## src/rtl/div_share_arbiter.sv

```systemverilog
// div_share_arbiter
// Round-robin sequencer that shares one multi-cycle divider among N requesters.
// The winner's operands are latched, the divider is started with a one-cycle
// pulse, and the result returns to the winner with a one-cycle one-hot Ack.
// A zero divisor is answered locally and never reaches the divider.
// Optional build macro DIV_TIMEOUT_EN: bounds the wait for Div_Done to TIMEOUT
// cycles and adds the Timeout_Err output.
module div_share_arbiter #(
   parameter int N       = 4,
   parameter int WIDTH   = 16,
   parameter int TIMEOUT = 64
) (
   input  logic                 Clock,
   input  logic                 Reset,
   input  logic [N-1:0]         Req,
   input  logic [N*WIDTH-1:0]   Dividend_Bus,
   input  logic [N*WIDTH-1:0]   Divisor_Bus,
   output logic [N-1:0]         Ack,
   output logic [WIDTH-1:0]     Quotient_Out,
   output logic [WIDTH-1:0]     Remainder_Out,
   output logic [$clog2(N)-1:0] Id_Out,
   output logic                 Div_By_Zero,
   output logic                 Busy,
   output logic                 Div_Start,
   output logic [WIDTH-1:0]     Div_Dividend,
   output logic [WIDTH-1:0]     Div_Divisor,
   input  logic [WIDTH-1:0]     Div_Quotient,
   input  logic [WIDTH-1:0]     Div_Remainder,
   input  logic                 Div_Done
`ifdef DIV_TIMEOUT_EN
   ,
   output logic                 Timeout_Err
`endif
);

   localparam int IDW = $clog2(N);

   if (N < 2 || N > 8 || WIDTH < 1 || TIMEOUT < 1) begin : g_param_check
      $error("div_share_arbiter: unsupported parameter set");
   end

   typedef enum logic [2:0] {
      S_IDLE,
      S_ISSUE,
      S_WAIT,
      S_ZERO,
      S_RESPOND
   } state_t;

   state_t           state_q, state_d;
   logic [IDW-1:0]   ptr_q, ptr_d;
   logic [IDW-1:0]   sel_q, sel_d;
   logic [WIDTH-1:0] dvd_q, dvd_d;
   logic [WIDTH-1:0] dvs_q, dvs_d;
   logic             start_q, start_d;
   logic [N-1:0]     ack_q, ack_d;
   logic [WIDTH-1:0] quo_q, quo_d;
   logic [WIDTH-1:0] rem_q, rem_d;
   logic [IDW-1:0]   ido_q, ido_d;
   logic             dbz_q, dbz_d;
   logic             busy_q, busy_d;
   logic             done_q;
   logic             done_rise;

`ifdef DIV_TIMEOUT_EN
   localparam int CW = $clog2(TIMEOUT + 1);
   logic [CW-1:0]    cnt_q, cnt_d;
   logic             terr_q, terr_d;
`endif

   logic             grant_vld;
   logic [IDW-1:0]   grant_id;
   logic [WIDTH-1:0] grant_dvd;
   logic [WIDTH-1:0] grant_dvs;
   logic [31:0]      ptr_ext;
   logic [IDW-1:0]   ptr_next;

   assign ptr_ext   = 32'(ptr_q);
   assign done_rise = Div_Done & ~done_q;
   assign ptr_next  = (sel_q == IDW'(N - 1)) ? '0 : sel_q + IDW'(1);

   // Round-robin pick: first request at/above the pointer, then wrap below it.
   always_comb begin
      grant_vld = 1'b0;
      grant_id  = '0;
      grant_dvd = '0;
      grant_dvs = '0;
      for (int unsigned i = 0; i < N; i++) begin
         if (!grant_vld && Req[i] && i >= ptr_ext) begin
            grant_vld = 1'b1;
            grant_id  = IDW'(i);
            grant_dvd = Dividend_Bus[i*WIDTH +: WIDTH];
            grant_dvs = Divisor_Bus[i*WIDTH +: WIDTH];
         end
      end
      for (int unsigned i = 0; i < N; i++) begin
         if (!grant_vld && Req[i] && i < ptr_ext) begin
            grant_vld = 1'b1;
            grant_id  = IDW'(i);
            grant_dvd = Dividend_Bus[i*WIDTH +: WIDTH];
            grant_dvs = Divisor_Bus[i*WIDTH +: WIDTH];
         end
      end
   end

   // Next-state and next-output logic; outputs are computed for the state being entered.
   always_comb begin
      state_d = state_q;
      ptr_d   = ptr_q;
      sel_d   = sel_q;
      dvd_d   = dvd_q;
      dvs_d   = dvs_q;
      start_d = 1'b0;
      ack_d   = '0;
      quo_d   = quo_q;
      rem_d   = rem_q;
      ido_d   = ido_q;
      dbz_d   = 1'b0;
`ifdef DIV_TIMEOUT_EN
      cnt_d   = cnt_q;
      terr_d  = 1'b0;
`endif
      case (state_q)
         S_IDLE: begin
            if (grant_vld) begin
               sel_d = grant_id;
               dvd_d = grant_dvd;
               dvs_d = grant_dvs;
               if (grant_dvs == '0) begin
                  state_d = S_ZERO;
               end else begin
                  state_d = S_ISSUE;
                  start_d = 1'b1;
               end
            end
         end
         S_ISSUE: begin
            state_d = S_WAIT;
`ifdef DIV_TIMEOUT_EN
            cnt_d   = '0;
`endif
         end
         S_WAIT: begin
            if (done_rise) begin
               quo_d        = Div_Quotient;
               rem_d        = Div_Remainder;
               ido_d        = sel_q;
               ack_d[sel_q] = 1'b1;
               state_d      = S_RESPOND;
            end
`ifdef DIV_TIMEOUT_EN
            else if (cnt_q == CW'(TIMEOUT - 1)) begin
               quo_d        = '0;
               rem_d        = '0;
               terr_d       = 1'b1;
               ido_d        = sel_q;
               ack_d[sel_q] = 1'b1;
               state_d      = S_RESPOND;
            end else begin
               cnt_d = cnt_q + CW'(1);
            end
`endif
         end
         S_ZERO: begin
            quo_d        = '1;
            rem_d        = dvd_q;
            dbz_d        = 1'b1;
            ido_d        = sel_q;
            ack_d[sel_q] = 1'b1;
            state_d      = S_RESPOND;
         end
         S_RESPOND: begin
            ptr_d   = ptr_next;
            state_d = S_IDLE;
         end
         default: begin
            state_d = S_IDLE;
         end
      endcase
      busy_d = (state_d != S_IDLE);
   end

   // State and registered outputs with synchronous active-low reset.
   always_ff @(posedge Clock) begin
      if (!Reset) begin
         state_q <= S_IDLE;
         ptr_q   <= '0;
         sel_q   <= '0;
         dvd_q   <= '0;
         dvs_q   <= '0;
         start_q <= 1'b0;
         ack_q   <= '0;
         quo_q   <= '0;
         rem_q   <= '0;
         ido_q   <= '0;
         dbz_q   <= 1'b0;
         busy_q  <= 1'b0;
         done_q  <= 1'b0;
`ifdef DIV_TIMEOUT_EN
         cnt_q   <= '0;
         terr_q  <= 1'b0;
`endif
      end else begin
         state_q <= state_d;
         ptr_q   <= ptr_d;
         sel_q   <= sel_d;
         dvd_q   <= dvd_d;
         dvs_q   <= dvs_d;
         start_q <= start_d;
         ack_q   <= ack_d;
         quo_q   <= quo_d;
         rem_q   <= rem_d;
         ido_q   <= ido_d;
         dbz_q   <= dbz_d;
         busy_q  <= busy_d;
         done_q  <= Div_Done;
`ifdef DIV_TIMEOUT_EN
         cnt_q   <= cnt_d;
         terr_q  <= terr_d;
`endif
      end
   end

   assign Ack           = ack_q;
   assign Quotient_Out  = quo_q;
   assign Remainder_Out = rem_q;
   assign Id_Out        = ido_q;
   assign Div_By_Zero   = dbz_q;
   assign Busy          = busy_q;
   assign Div_Start     = start_q;
   assign Div_Dividend  = dvd_q;
   assign Div_Divisor   = dvs_q;
`ifdef DIV_TIMEOUT_EN
   assign Timeout_Err   = terr_q;
`endif

endmodule

```

## config.mk

```make
export PLATFORM = sky130hd
export DESIGN_NAME = div_share_arbiter
export DESIGN_NICKNAME = d
export VERILOG_FILES = /design/src/rtl/div_share_arbiter.sv
export SDC_FILE = /design/constraint.sdc
export NUM_CORES = 1
export LEC_CHECK = 0
export CAP_MARGIN = 40
export CORE_ASPECT_RATIO = 0.75
export CORE_MARGIN = 3
export CORE_UTILIZATION = 40
export DETAILED_ROUTE_END_ITERATION = 6
export DONT_BUFFER_PORTS = 1
export PLACE_DENSITY = 0.66
export SLEW_MARGIN = 0
export SYNTH_ARGS = -nofsm -noshare
export SYNTH_HDL_FRONTEND = slang
export SYNTH_SLANG_ARGS = --single-unit
```

## constraint.sdc

```tcl
create_clock -name Clock -period 3.2 [get_ports Clock]
set_clock_uncertainty 0.2 [all_clocks]
set_input_delay 0.64 -clock Clock [delete_from_list [all_inputs] [get_ports Clock]]
set_output_delay 0.64 -clock Clock [all_outputs]
set_load 0.05 [all_outputs]
```

==> results of run 1 <==
## critical path: stages, from the launching register on
cell,delay (ps)
dfxtp_1,610
nor2b_1,120
o21bai_1,300
nand2_1,230
o22ai_1,250
nand4_1,130
o41ai_1,640
nand4_1,220
o31ai_2,250
## state kept, by name, summed over array words and instances (netlist names)
signal         flops
Busy               1
Ack                4
ptr_q              2
state_q            3
Remainder_Out     16
done_q             1
Div_Dividend      16
Id_Out             2
sel_q              2
Quotient_Out      16
Div_By_Zero        1
Div_Start          1
Div_Divisor       16
## logic make-up (layout without fill, tap and decap cells)
group / Yosys count / after routing / synth area share (%)
other: 0 / 2 / 0
AOI/OAI and AO/OA: 204 / 204 / 32.1
DFF: 81 / 81 / 37.4
muxes: 2 / 2 / 0.519
buffers and inverters: 59 / 45 / 5.66
adders and majority gates: 4 / 4 / 1.15
and+or+nand+nor: 213 / 213 / 23.1
## area by class of cell
class                           count  area [um^2]  share of cell area (%)
Tap cell                          136          170                    3.56
Clock buffer                       11          243                    5.07
Antenna cell                        2         5.00                   0.105
Sequential cell                    81         1620                    33.9
Clock inverter                      5         63.8                    1.33
Inverter                            7         26.3                   0.549
Timing Repair Buffer               22          165                    3.45
Multi-Input combinational cell    423         2490                    52.0
## Yosys cell counts, types with 7 or more instances
| master | number |
|---|---|
| a211oi_1 | 9 |
| nand2_1 | 62 |
| o22ai_1 | 9 |
| dfxtp_1 | 81 |
| nor3_1 | 44 |
| a221oi_1 | 18 |
| a21oi_1 | 64 |
| nor2_1 | 45 |
| and3_1 | 10 |
| o221ai_1 | 13 |
| and2_1 | 9 |
| a22oi_1 | 20 |
| nand3_1 | 15 |
| buf_2 | 7 |
| clkbuf_1 | 41 |
| o21ai_0 | 31 |
## path summary, 6_finish.rpt
check	to	slack (ps)	cells past startpoint
setup / recovery	state_q[1]	180	8
hold reg to reg	Id_Out[0]	320	2
setup reg to reg	state_q[1]	180	8
hold / removal	done_q	230	1
## layout by cell type (no fill, tap or decap), types with 3 or more instances in the layout
cell type	n
nor2_2	4
and2_1	9
ha_1	4
o221ai_1	13
a221o_1	4
a221oi_1	18
nor3_1	44
a32oi_1	6
o21ai_0	31
nor2b_1	6
nand2b_1	6
a311oi_1	4
a21oi_1	63
o22ai_1	9
a211oi_1	9
nand3_1	15
inv_1	6
dfxtp_1	80
clkbuf_16	9
buf_4	22
nor4_1	3
nand2_1	62
nor2_1	42
o21bai_1	5
a22oi_1	20
and3_1	9
## per-stage QoR
step           worst slack (ps)  area, um^2  hold slack, ps  util, %
2_1_floorplan               406        4340             277        -
3_3_place_gp                234        4470             305     42.9
3_5_place_dp                180        4470             320     42.9
4_1_cts                     138        4780             221     45.9
5_1_grt                    5.82        4780             222     45.9
6_report                    176        4780             230     45.9
## per-layer routing
layer	vias to the layer above	share of wire (%)	global-route usage, %
met4	0	2.8	9.38
met5	-	0	0
met1	2144	42	31.1
met3	26	8.5	6.21
li1	2071	-	-
met2	272	47	39.7
## report_power, final
group	switching (uW)	leakage, uW	internal (uW)	total [uW]
logic	341	0.000874	210	551
registers	551	0.000665	1140	1690
clock network	420	0.000152	633	1050
## timing repair
action | 4_1_cts | 5_1_grt
endpoints found under the setup margin | 0 | 2
resized for setup | 0 | 2
endpoints found under the hold margin | 0 | 0
==> run summary, run 1 <==
Clk_lat worst skew - 330 ps
Post-synth EDFFs - 0
Peak supply drop - 361 uV
CTS Buffer Depth - 2
Slew Viols, Final - 0
Yosys warns - 0
Net Count, Synth - 734
Leading post-synthesis cells by cell area - dfxtp_1 37%, a21oi_1 7.4%, nand2_1 5.4%
Largest net degree at the start of global routing - 53
Leakage - 0.00169 uW
Vias - 4513
Achievable Freq - 331 MHz
Num Clock Sinks - 81
Setup TNS - 0 ps
Worst Path Class, Setup - reg -> reg
Post-route ant nets - 0
Initial antenna violation count - 2
Sequential area share after synthesis - 37.4%
Crit path DAT - 3070 ps
CP Launch Type - register
Final setup vio count - 0
Layout fillers - 1044
Die X - 126 um
Post-CTS Setup Inserts - 0
# nets final - 715
Htree depth - 3
Number of global-route vias before repair - 4202
Post-Layout Cell Count - 687
FFs w/ async S/R, synth - 0%
Num CTS Buffers - 9
Status - finished, final reports clean
Hold path start - Div_Done
DR pass1 iterations - 5
Share of layout cells above drive strength 1 - 10.0%
Layout area overhead - 10.3%
Starting Density - 41.6%
Syn Area/Cell - 7.70 um^2
DR DRC count - 0
CP Capture Type - register
HP Class - in -> reg
Design Power - 3300 uW
Mapped cell area - 4340 um^2
Routed wire length - 15900 um
DP Wirelength - 12000 um
Die extent in y - 96.2 um
Worst slew margin - 51.2%
Fin crit share - 94.5%
Gr ovfl total - 0
#FFs+latches synth - 81
RSZ-0062 raised after global routing - false
Yosys cell types - 54
Worst EP required - 3240 ps
Core Area - 10400 um^2
Worst-path clk slew - 60 ps
Max-cap viol count - 0
Die ar. - 12100 um^2
Worst-margin pin slew - 724 ps
Critical Path Source - ptr_q[1]
Final Hold Viols - 0
CP max FO - 15
Yosys top cell area share - 37.4%
R2r startpoint - ptr_q[1]
GP Congestion - 0.986
Number of port buffers - 0
CTS root buf - clkbuf_16
I/O pin total - 240
Num rows - 32
CTS tree - built
Pwr dens - 689 nW/um^2
DR WL/cell - 23.1 um
Post-Place Cells - 669
CTS Hold Buffers Added - 0
Cells after Synth - 563
Dominant synthesized flop cell - dfxtp_1
Via density per instance - 6.57
Area leader, netlist - dfxtp_1
Global Route Usage Sum - 24.3%
First-pass GRT wire length - 23200 um
Crit path time final - 3020 ps
Drt initial violations - 411
No activity file was read; power rests on OpenSTA's default activity.
==> run 2, diff against run 1 <==
--- a/config.mk
+++ b/config.mk
@@ -5,13 +5,15 @@
 export SDC_FILE = /design/constraint.sdc
 export NUM_CORES = 1
 export LEC_CHECK = 0
+export ABC_CLOCK_PERIOD_IN_PS = 3200
 export CAP_MARGIN = 40
 export CORE_ASPECT_RATIO = 0.75
-export CORE_MARGIN = 3
+export CORE_MARGIN = 1
 export CORE_UTILIZATION = 40
 export DETAILED_ROUTE_END_ITERATION = 6
 export DONT_BUFFER_PORTS = 1
 export PLACE_DENSITY = 0.66
+export REMOVE_ABC_BUFFERS = 1
 export SLEW_MARGIN = 0
 export SYNTH_ARGS = -nofsm -noshare
 export SYNTH_HDL_FRONTEND = slang
==> run summary, run 2 (same netlist as run 1, synthesis figures left out) <==
Status - finished, final reports clean
Power Internal - 1910 uW (-3.9%)
Die ar. - 11300 um^2 (-7.2%)
CTS Buffer Depth - 2 (unchanged)
Achievable Freq - 337 MHz (+2.1%)
First-pass GRT wire length - 22200 um (-4.2%)
Worst-path clk slew - 60 ps (about the same)
R2r startpoint - ptr_q[0]
Clock share of power - 30.9% (-1.1 points)
Num rows - 32 (unchanged)
CP top delay family - compound AO/OA/AOI/OAI gates
Most frequent cells in the layout - 81 x dfxtp_1, 63 x a21oi_1, 62 x nand2_1
Worst slew margin - 49.1% (-2.1 points)
Routed wire length - 15200 um (-4.5%)
Crit path time final - 2960 ps (-61.2 ps)
DP Wirelength - 11000 um (-8.8%)
DR DRC count - 0 (unchanged)
Number of global-route vias before repair - 4045 (-3.7%)
Post-CTS Setup Inserts - 0 (unchanged)
Post-cts gate resize count - 0 (unchanged)
Vias - 4505 (-0.18%)
Global Route Usage Sum - 25.7% (+1.4 points)
Num CTS Buffers - 9 (unchanged)
Largest net degree at the start of global routing - 36 (-32%)
Sequential power share - 52.2% (+0.9 points)
Peak supply drop - 322 uV (-11%)
CP Capture Type - register
Max incr delay on CP - 550 ps (-90 ps)
Critical path capture point - state_q[1]
Via density per instance - 6.57 (about the same)
Max-cap viol count - 0 (unchanged)
Worst-margin pin slew - 762 ps (+38.7 ps)
Slew Viols, Final - 0 (unchanged)
Drt initial violations - 334 (-19%)
Num Clock Sinks - 81 (unchanged)
Buf/Inv on CP - 1 (+1)
Design area - 4760 um^2 (-0.39%)
CP Launch Type - register
I/O pin total - 240 (unchanged)
Worst Path Class, Setup - reg -> reg
R2R cell count - 9 (+1)
DR pass1 iterations - 5 (unchanged)
Fin crit share - 92.6% (-1.9 points)
Leakage - 0.00168 uW (-0.52%)
HP Class - in -> reg
Final Util - 45.8% (-0.18 points)
Core Area - 10400 um^2 (unchanged)
Number of port buffers - 0 (unchanged)
Final Hold Viols - 0 (unchanged)
Critical Path Source - ptr_q[0]
CTS root buf - clkbuf_16
CP max FO - 15 (unchanged)
RSZ-0062 raised after global routing - false
Worst EP required - 3250 ps (about the same)
CTS Hold Buffers Added - 0 (unchanged)
Sw power - 1310 uW (+0.18%)
R2R Path End - state_q[1]
GP Congestion - 0.965 (-2.1%)
Crit path cell chain - nand2b_1, buf_4, mux2_2, o22ai_1, a221oi_1, o2111ai_1, nor4_1, nand4_1, o31ai_2
Initial antenna violation count - 0 (-2)
Setup TNS - 0 ps (unchanged)
CTS tree - built
DR WL/cell - 22.1 um (-4.4%)
Layout area overhead - 9.90%
Share of layout cells above drive strength 1 - 10.0% (-0.018 points)
Switching part of the total power - 40.8% (+1.0 points)
Combinational share of power - 17.0% (+0.3 points)
Htree depth - 3 (unchanged)
Starting Density - 41.6% (unchanged)
Clk_lat worst skew - 330 ps (about the same)
Pwr dens - 676 nW/um^2 (-1.9%)
Critical Path Stages - 9 (+1)
Crit path DAT - 3010 ps (-60 ps)
Post-route ant nets - 0 (unchanged)
Die X - 122 um (-3.2%)
Commonest non-fill, non-tap cell in the layout - dfxtp_1
# nets final - 716 (+0.14%)
Post-DP Area - 4480 um^2 (+0.17%)
Gr ovfl total - 0 (unchanged)
R2R Setup Slk - 240 ps (+60 ps)
Die extent in y - 92.2 um (-4.2%)
Slowest cell on crit path - dfxtp_1
Hold Slack - 233 ps (+2.65 ps)
N_diodes - 0 (-2)
Final setup vio count - 0 (unchanged)
[run 2: routing by layer]
metal  track usage, %  part of all wire [%]  vias to the layer above
li1                 -                     -                     2072
met1             32.9                    41                     2114
met2             41.3                    46                      294
met3             7.84                    11                       25
met4             7.52                   1.5                        0
met5                0                     0                        -
[run 2: layout make-up]
type / instances / area (um^2)
fill: 1068 / 5650
multi-input combinational: 423 / 2490
sequential: 81 / 1620
clock buffer: 10 / 239
timing repair buffer: 23 / 173
tap: 136 / 170
clock inverter: 6 / 48.8
inverter: 7 / 26.3
[run 2: worst min path at each step]
stage	from	end	depth (start not counted)
2_1_floorplan	sel_q[1]	Id_Out[1]	2
3_3_place_gp	sel_q[1]	Id_Out[1]	2
3_5_place_dp	sel_q[1]	Id_Out[1]	2
4_1_cts	Div_Done	done_q	1
5_1_grt	Div_Done	done_q	1
6_report	Div_Done	done_q	1
[run 2: worst register-to-register path, cell delays in order, from the launching register on]
cell       delay, ps
dfxtp_1          550
nand2b_1         280
buf_4            280
mux2_2           190
o22ai_1           70
a221oi_1         400
o2111ai_1        210
nor4_1           220
nand4_1          220
o31ai_2          260
[run 2: metrics by stage]
step | std cells | setup WS [ps] | total power [uW]
global placement | 669 | 209 | 2220
finish | 686 | 237 | 3220
detailed placement | 670 | 183 | 2240
CTS | 686 | 270 | 3240
global route | 686 | 1.13 | 3360
floorplan | 511 | -517 | 2050
[run 2: power by group through the flow]
stage	Combinational [uW]	Clock [uW]	Sequential, uW
2_1_floorplan	391	0	1660
6_report	546	994	1680
5_1_grt	616	1050	1700
3_3_place_gp	520	0	1700
3_5_place_dp	538	0	1700
4_1_cts	541	1020	1680
